[src/rtl/serial_add_sub_pkg.sv]
// Shared types and helpers for the serial adder/subtractor.
package serial_add_sub_pkg;

  typedef enum logic [1:0] {
    ST_IDLE = 2'd0,
    ST_RUN  = 2'd1,
    ST_DONE = 2'd2
  } state_t;

  // Step-counter width; never below one bit even when a single step suffices.
  function automatic int unsigned cnt_width(input int unsigned nsteps);
    return (nsteps > 1) ? $clog2(nsteps) : 1;
  endfunction

endpackage

[src/rtl/serial_add_sub_step_adder.sv]
// Combinational STEP-bit ripple chain of full-adder cells.
module serial_add_sub_step_adder #(
  parameter int unsigned STEP = 1
) (
  input  logic [STEP-1:0] a,
  input  logic [STEP-1:0] b,
  input  logic            cin,
  output logic [STEP-1:0] s,
  output logic            cout,
  output logic            cmsb
);

  logic carry;

  always_comb begin
    carry = cin;
    cmsb  = cin;
    s     = '0;
    for (int i = 0; i < STEP; i++) begin
      // The final iteration leaves the carry into the top bit here.
      cmsb  = carry;
      s[i]  = a[i] ^ b[i] ^ carry;
      carry = (a[i] & b[i]) | (carry & (a[i] ^ b[i]));
    end
    cout = carry;
  end

endmodule

[src/rtl/serial_add_sub.sv]
// Multi-cycle adder/subtractor: STEP bits per clock, LSB first, start/ready/done handshake.
module serial_add_sub
  import serial_add_sub_pkg::*;
#(
  parameter int unsigned WIDTH = 8,
  parameter int unsigned STEP  = 1
) (
  input  logic             clk,
  input  logic             rst,
  input  logic             start,
  input  logic [WIDTH-1:0] A,
  input  logic [WIDTH-1:0] B,
  input  logic             Sub,
  output logic             ready,
  output logic             busy,
  output logic             done,
  output logic [WIDTH-1:0] Sum,
  output logic             Cout,
  output logic             Ovf
);

  localparam int unsigned NSTEPS = WIDTH / STEP;
  localparam int unsigned CNTW   = cnt_width(NSTEPS);
  localparam logic [CNTW-1:0] LAST_CNT = CNTW'(NSTEPS - 1);

  if (WIDTH < 2 || (WIDTH % STEP) != 0) begin : g_bad_params
    $error("serial_add_sub: WIDTH must be >= 2 and divisible by STEP");
  end

  state_t           state_q, state_d;
  logic [CNTW-1:0]  cnt_q, cnt_d;
  logic [WIDTH-1:0] opa_q, opa_d;
  logic [WIDTH-1:0] opb_q, opb_d;
  logic             carry_q, carry_d;
  logic [WIDTH-1:0] res_q, res_d;
  logic [WIDTH-1:0] sum_q, sum_d;
  logic             cout_q, cout_d;
  logic             ovf_q, ovf_d;

  logic [STEP-1:0]  step_s;
  logic             step_cout;
  logic             step_cmsb;
  logic [WIDTH-1:0] res_shifted;

  serial_add_sub_step_adder #(
    .STEP(STEP)
  ) u_step_adder (
    .a   (opa_q[STEP-1:0]),
    .b   (opb_q[STEP-1:0]),
    .cin (carry_q),
    .s   (step_s),
    .cout(step_cout),
    .cmsb(step_cmsb)
  );

  // New step bits enter at the top; after NSTEPS shifts the LSB step sits at bit 0.
  assign res_shifted = WIDTH'({step_s, res_q} >> STEP);

  always_comb begin
    state_d = state_q;
    cnt_d   = cnt_q;
    opa_d   = opa_q;
    opb_d   = opb_q;
    carry_d = carry_q;
    res_d   = res_q;
    sum_d   = sum_q;
    cout_d  = cout_q;
    ovf_d   = ovf_q;
    unique case (state_q)
      ST_IDLE: begin
        if (start) begin
          opa_d   = A;
          opb_d   = Sub ? ~B : B;
          carry_d = Sub;
          cnt_d   = '0;
          state_d = ST_RUN;
        end
      end
      ST_RUN: begin
        res_d   = res_shifted;
        opa_d   = opa_q >> STEP;
        opb_d   = opb_q >> STEP;
        carry_d = step_cout;
        cnt_d   = cnt_q + CNTW'(1);
        if (cnt_q == LAST_CNT) begin
          sum_d   = res_shifted;
          cout_d  = step_cout;
          ovf_d   = step_cmsb ^ step_cout;
          state_d = ST_DONE;
        end
      end
      ST_DONE: state_d = ST_IDLE;
      default: state_d = ST_IDLE;
    endcase
  end

  always_ff @(posedge clk or posedge rst) begin
    if (rst) begin
      state_q <= ST_IDLE;
      cnt_q   <= '0;
      opa_q   <= '0;
      opb_q   <= '0;
      carry_q <= 1'b0;
      res_q   <= '0;
      sum_q   <= '0;
      cout_q  <= 1'b0;
      ovf_q   <= 1'b0;
    end else begin
      state_q <= state_d;
      cnt_q   <= cnt_d;
      opa_q   <= opa_d;
      opb_q   <= opb_d;
      carry_q <= carry_d;
      res_q   <= res_d;
      sum_q   <= sum_d;
      cout_q  <= cout_d;
      ovf_q   <= ovf_d;
    end
  end

  assign ready = (state_q == ST_IDLE);
  assign busy  = (state_q == ST_RUN) || (state_q == ST_DONE);
  assign done  = (state_q == ST_DONE);
  assign Sum   = sum_q;
  assign Cout  = cout_q;
  assign Ovf   = ovf_q;

endmodule

[config.mk]
export PLATFORM = sky130hd
export DESIGN_NAME = serial_add_sub
export DESIGN_NICKNAME = d
export VERILOG_FILES = /design/src/rtl/serial_add_sub_pkg.sv /design/src/rtl/serial_add_sub_step_adder.sv /design/src/rtl/serial_add_sub.sv
export SDC_FILE = /design/constraint.sdc
export NUM_CORES = 1
export LEC_CHECK = 0
export CAP_MARGIN = 20
export CORE_ASPECT_RATIO = 0.5
export CORE_MARGIN = 2
export CORE_UTILIZATION = 40
export CTS_BUF_LIST = sky130_fd_sc_hd__clkbuf_4
export DETAILED_ROUTE_END_ITERATION = 8
export HOLD_SLACK_MARGIN = 0.05
export PLACE_DENSITY = 0.6
export SLEW_MARGIN = 20
export SYNTH_ARGS = -nofsm -noshare
export SYNTH_HDL_FRONTEND = slang
export SYNTH_HIERARCHICAL = 1
export SYNTH_SLANG_ARGS = --single-unit
[constraint.sdc]
create_clock -name clk -period 1.9 [get_ports clk]
set_input_delay 0.19 -clock clk [delete_from_list [all_inputs] [get_ports clk]]
set_output_delay 0.19 -clock clk [all_outputs]
set_load 0.05 [all_outputs]
== After elaboration in Yosys (flattened, before gate mapping) ==
Index checks and enable logic that the tools add are counted.

* Bits in registers: 40
* Output and inout port bits: 13

* Add/sub/neg operators: 1
* Equality and inequality tests: 5
* Multiplexer cells: 12
* Bitwise operators: 7
* Reductions and logical operators: 6

{| class="wikitable"
|+ Operators with widths
! kind !! count
|-
| 8-bit one-hot mux with 2 select lines || 2
|-
| 8-bit 2-to-1 mux || 3
|-
| 8-bit inverter || 1
|-
| 3-bit one-hot mux with 2 select lines || 1
|-
| 2-bit AND reduction || 3
|-
| 2-bit 2-to-1 mux || 2
|-
| 2-bit inequality test (second input constant) || 2
|-
| 2-bit one-hot mux with 2 select lines || 1
|-
| 3-bit by 1-bit adder with 3-bit output (second input constant) || 1
|-
| 3-bit equality test (second input constant) || 1
|-
| 3-bit 2-to-1 mux || 1
|-
| 1-bit bitwise XOR || 3
|-
| 1-bit AND || 2
|-
| 2-bit by 1-bit equality test with 1-bit output (second input constant) || 1
|-
| 2-bit equality test (second input constant) || 1
|-
| 2-bit logical NOT || 1
|-
| 1-bit one-hot mux with 2 select lines || 1
|-
| 2-bit nonzero test || 1
|-
| 1-bit logical OR || 1
|-
| 1-bit 2-to-1 mux || 1
|-
| 1-bit bitwise OR || 1
|}

== Logic depth before layout (Yosys ltp) ==
* Depth in word-level cells: 4
* Gate-level depth with buffers: 6
* Gate-level depth less buffers: 5

== By module ==
The synthesis kept the hierarchy.

{| class="wikitable"
|+ By module, submodules not included
! module !! instances !! cells an instance !! area each (µm²)
|-
| serial_add_sub || 1 || 146 || 1825.5
|-
| serial_add_sub_step_adder || 1 || 2 || 27.5
|}

== Worst setup path after synthesis ==
OpenSTA, ideal clock, no wires.

* Path kind: reg2reg
* Start: register state_q[0]
* End: register opb_q[7]
* Library setup time: 0.096 ns
* Arrival time: 1.726 ns
* Required time: 1.804 ns
* Slack: 0.078 ns
* Cell stages (with the launch flop): 7
* Clock period less this slack: 1.822 ns
* Cell sequence: dfrtp_1 -> inv_1 -> ha_1 -> mux2i_4 -> buf_6 -> nand2_1 -> o31ai_1

* Cells in the longest elaborated chain, start to end: 3
* Elaborated cells on any way between the ends: 6

{| class="wikitable"
|+ RTL lines
! item !! RTL line !! text
|-
| start, declared || serial_add_sub.sv:30 || <nowiki>state_t state_q, state_d;</nowiki>
|-
| start signal, assigned || serial_add_sub.sv:109 || <nowiki>state_q <= state_d;</nowiki>
|-
| 2-bit logical NOT * || -- ||
|-
| via ready || serial_add_sub.sv:14 || <nowiki>output logic ready,</nowiki>
|-
| 2-bit inequality test (no source line) or 2-bit nonzero test (tied branches) || -- ||
|-
| 2-bit AND reduction (no source line) || -- ||
|-
| end signal, assigned || serial_add_sub.sv:112 || <nowiki>opb_q <= opb_d;</nowiki>
|-
| end, declared || serial_add_sub.sv:33 || <nowiki>logic [WIDTH-1:0] opb_q, opb_d;</nowiki>
|}

The timed path passes the listed nets; every way through them passes the cells marked *.
A chain may end at the register's enable or synchronous reset.

== Final worst setup path ==
* Start: register sum_q[7], in the netlist Sum[7]
* End: output port Sum[7]

{| class="wikitable"
|+ RTL lines
! item !! RTL line !! text
|-
| start, declared || serial_add_sub.sv:36 || <nowiki>logic [WIDTH-1:0] sum_q, sum_d;</nowiki>
|-
| start signal, assigned || serial_add_sub.sv:115 || <nowiki>sum_q <= sum_d;</nowiki>
|-
| end, declared || serial_add_sub.sv:17 || <nowiki>output logic [WIDTH-1:0] Sum,</nowiki>
|}

No word-level cell between the ends.

==> metrics.md <==
| Metric | Value |
|---|---|
| Residual DRC count | `0` |
| CP Cell Sequence | `clkdlybuf4s50_1` |
| Drt total wl | `2990 um` |
| Worst path arrival time | `1500 ps` |
| Post-Place Worst Slack | `323 ps` |
| Layout Cell Area excl Fill | `2260 sq um` |
| Die ar. | `5230 sq um` |
| Synthesis warning total | `6` |
| Final antenna-violating net count | `0` |
| Clk_skew | `11.1 ps` |
| Num CTS Buffers | `5` |
| PnR worst setup slack | `207 ps` |
| Syn nets | `174` |
| Bufs and invs on worst path | `1` |
| Number of synthesized flops with an enable pin | `0` |
| Row Count | `17` |
| Post-cts resize count | `0` |
| Final HPWL DP | `2180 um` |
| Largest net degree at the start of global routing | `40` |
| Max Fclk | `0.591 GHz` |
| RSZ-0062 raised after global routing | `false` |
| CP peak stage delay | `800 ps` |
| Max_cap viols | `0` |
| Slowest-stage cell, CP | `clkdlybuf4s50_1` |
| Pre-antenna DRT Iters | `4` |
| Vias in the first global route | `1134` |
| Placed cells | `233` |
| Met3 GRT Util | `4.03%` |
| Final hold vios | `0` |
| Grt met1 use | `16.5%` |
| Synth area leaders | `dfrtp_1 53%, mux2i_1 8.1%, mux2_4 6.5%` |
| Synth Instances | `148` |
| Clock Sinks | `39` |
| Starting Density | `41.9%` |
| First-pass GRT wire length | `5100 um` |
| Clock tree buffer depth | `2` |
| PortBufs | `32` |
| Least-Margin Pin Slew | `495 ps` |
| Reg2reg setup slack | `310 ps` |
| CTS H-tree depth | `2` |
| Hold slack | `269 ps` |
| Startpoint Class | `flip-flop` |
| Fin cells | `241` |
| Post-CTS Setup Repair Bufs | `0` |
| Detailed router's first-iteration violation count | `27` |
| GR Overflow Total | `0` |
| Yosys top cell area share | `52.7%` |
| PD cells | `1590 nW/um^2` |
| N_diodes | `0` |
| TNS Setup | `0 ps` |
| Predominant post-synthesis flop cell | `dfrtp_1` |
| Gr busiest metal | `met2` |
| Global-route usage over all layers | `12.9%` |
| Max rail drop VDD | `391 uV` |
| Post-synthesis cell area | `1850 sq um` |
| Share of layout cells above drive strength 1 | `18.5%` |
| Critical Path Sink Type | `output pin` |
| WL/cell | `12.4 um` |
| Area post-placement | `2200 sq um` |
| Kind of critical path | `reg2out` |
| CP max FO | `2` |
| Chip width | `100 um` |
| Avg Vias per Cell | `4.71` |
| Leading area contributor after synthesis | `dfrtp_1` |
| Worst path required time | `1710 ps` |
| Status | `finished, final reports clean` |
| Worst-skew pair later-pin latency | `330 ps` |
| Syn Area/Cell | `12.5 sq um` |
| Core area | `4420 sq um` |
| Die Y | `52.1 um` |
| Initial antenna violation count | `0` |
| Reg clk slew, reported paths | `110 ps` |
| CTS tree | `yes` |
| Post-CTS Hold Buffers | `0` |
| Max_slew headroom | `66.9%` |
| Post-synth ARST share | `100%` |
| Pleak | `1.07 nW` |
| IO Pins | `33` |
| Final Critical Period | `1690 ps` |
| Fin crit share | `89.1%` |
| Post-synthesis sequential area ratio | `52.7%` |
| Hold Crit Class | `in2async` |
| Area grow syn2layout | `22.0%` |
| Gp weighted congestion | `0.704` |
| # nets final | `209` |
| Synth unique cells | `22` |
| FF+latch count, synth | `39` |
| Root buffer cell | `clkbuf_4` |
| Via count | `1136` |
| Max Slew Vio Count | `0` |
| Met2 usage | `21.4%` |
| Delay-heaviest family, CP | `buffers and inverters` |
| Setup-failing EPs final | `0` |
flip-flops by register name, summed over array words and instances, names as in the netlist:
| register | count |
|---|---|
| Cout | 1 |
| Ovf | 1 |
| Sum | 8 |
| carry_q | 1 |
| cnt_q | 3 |
| opa_q | 8 |
| opb_q | 8 |
| res_q | 7 |
| state_q | 2 |
routing by layer:
| metal | up-vias | share of wire (%) |
|---|---|---|
| met1 | 533 | 50 |
| met5 | - | 0 |
| met3 | 5 | 3.7 |
| met2 | 20 | 45 |
| met4 | 0 | 0.90 |
| li1 | 578 | - |
worst reg2reg max path, cell delays in order (launching register included):
cell	delay, ps
dfrtp_1	410
ha_1	200
ha_1	200
nand2_2	280
mux2_2	380
layout make-up:
type / count / area (sq um)
clock inverter: 1 / 5.00
multi-input combinational: 96 / 779
fill: 421 / 2160
inverter: 5 / 21.3
clock buffer: 7 / 52.6
tap: 57 / 71.3
sequential: 39 / 976
timing repair buffer: 36 / 355
cell usage after synthesis, types with 2 or more instances:
library cell	count
o21ai_1	13
o21ai_0	5
mux2_2	8
nand2b_1	2
dfrtp_1	39
buf_6	5
xor2_1	7
ha_1	5
a21oi_1	4
buf_4	2
a32o_1	2
mux2_4	8
mux2i_1	15
xnor2_1	2
nand2_1	21
inv_1	4
cells by family after synthesis:
group           synth area share, %
xor+xnor                       4.25
simple gates                   5.27
buf+inv                        5.27
fa+ha+maj                      4.46
mux                            20.7
flops                          52.7
compound gates                 7.43
stage by stage:
| stage | power [mW] | utilization, % |
|---|---|---|
| global placement | 3.16 | 49.8 |
| global route | 3.88 | 51.1 |
| CTS | 3.65 | 51.1 |
| detailed placement | 3.21 | 49.8 |
| floorplan | 2.81 | - |
| finish | 3.59 | 51.1 |
power breakdown:
| group | leakage [nW] | total [mW] | switching (mW) | internal (mW) |
|---|---|---|---|---|
| Combinational | 0.535 | 1.76 | 0.961 | 0.801 |
| Clock | 0.0361 | 0.423 | 0.250 | 0.173 |
| Sequential | 0.497 | 1.40 | 0.213 | 1.19 |
path summary, 6_finish.rpt:
kind | startpoint | to | cells after the start
max | Sum[7]$_DFFE_PP0P_ | Sum[7] | 1
min | rst | Sum[3]$_DFFE_PP0P_ | 3
max reg2reg | cnt_q[0]$_DFFE_PP0P_ | Sum[6]$_DFFE_PP0P_ | 4
min reg2reg | cnt_q[0]$_DFFE_PP0P_ | cnt_q[0]$_DFFE_PP0P_ | 1
max in group asynchronous | rst | Ovf$_DFFE_PP0P_ | 3
min in group clk | A[7] | opa_q[7]$_DFFE_PP0P_ | 3
cell usage in the layout, fill, tap and decap left out:
cell type,synthesis,routed
xnor2_1,2,2
dfrtp_1,39,39
clkdlybuf4s50_1,0,29
mux2i_1,15,15
nand2b_1,2,2
mux2_4,8,8
a21oi_1,4,4
clkbuf_4,0,7
fa_1,1,1
o21ai_0,5,5
inv_1,4,4
buf_4,2,6
a32o_1,2,2
o31ai_1,1,1
clkinv_2,0,1
nand2_1,21,21
buf_12,0,1
mux2_2,8,8
o21ai_1,13,13
ha_1,5,5
nand2_2,1,1
xor2_1,7,7
mux2i_4,1,1
inv_4,1,1
No activity file was read; power rests on OpenSTA's default activity.
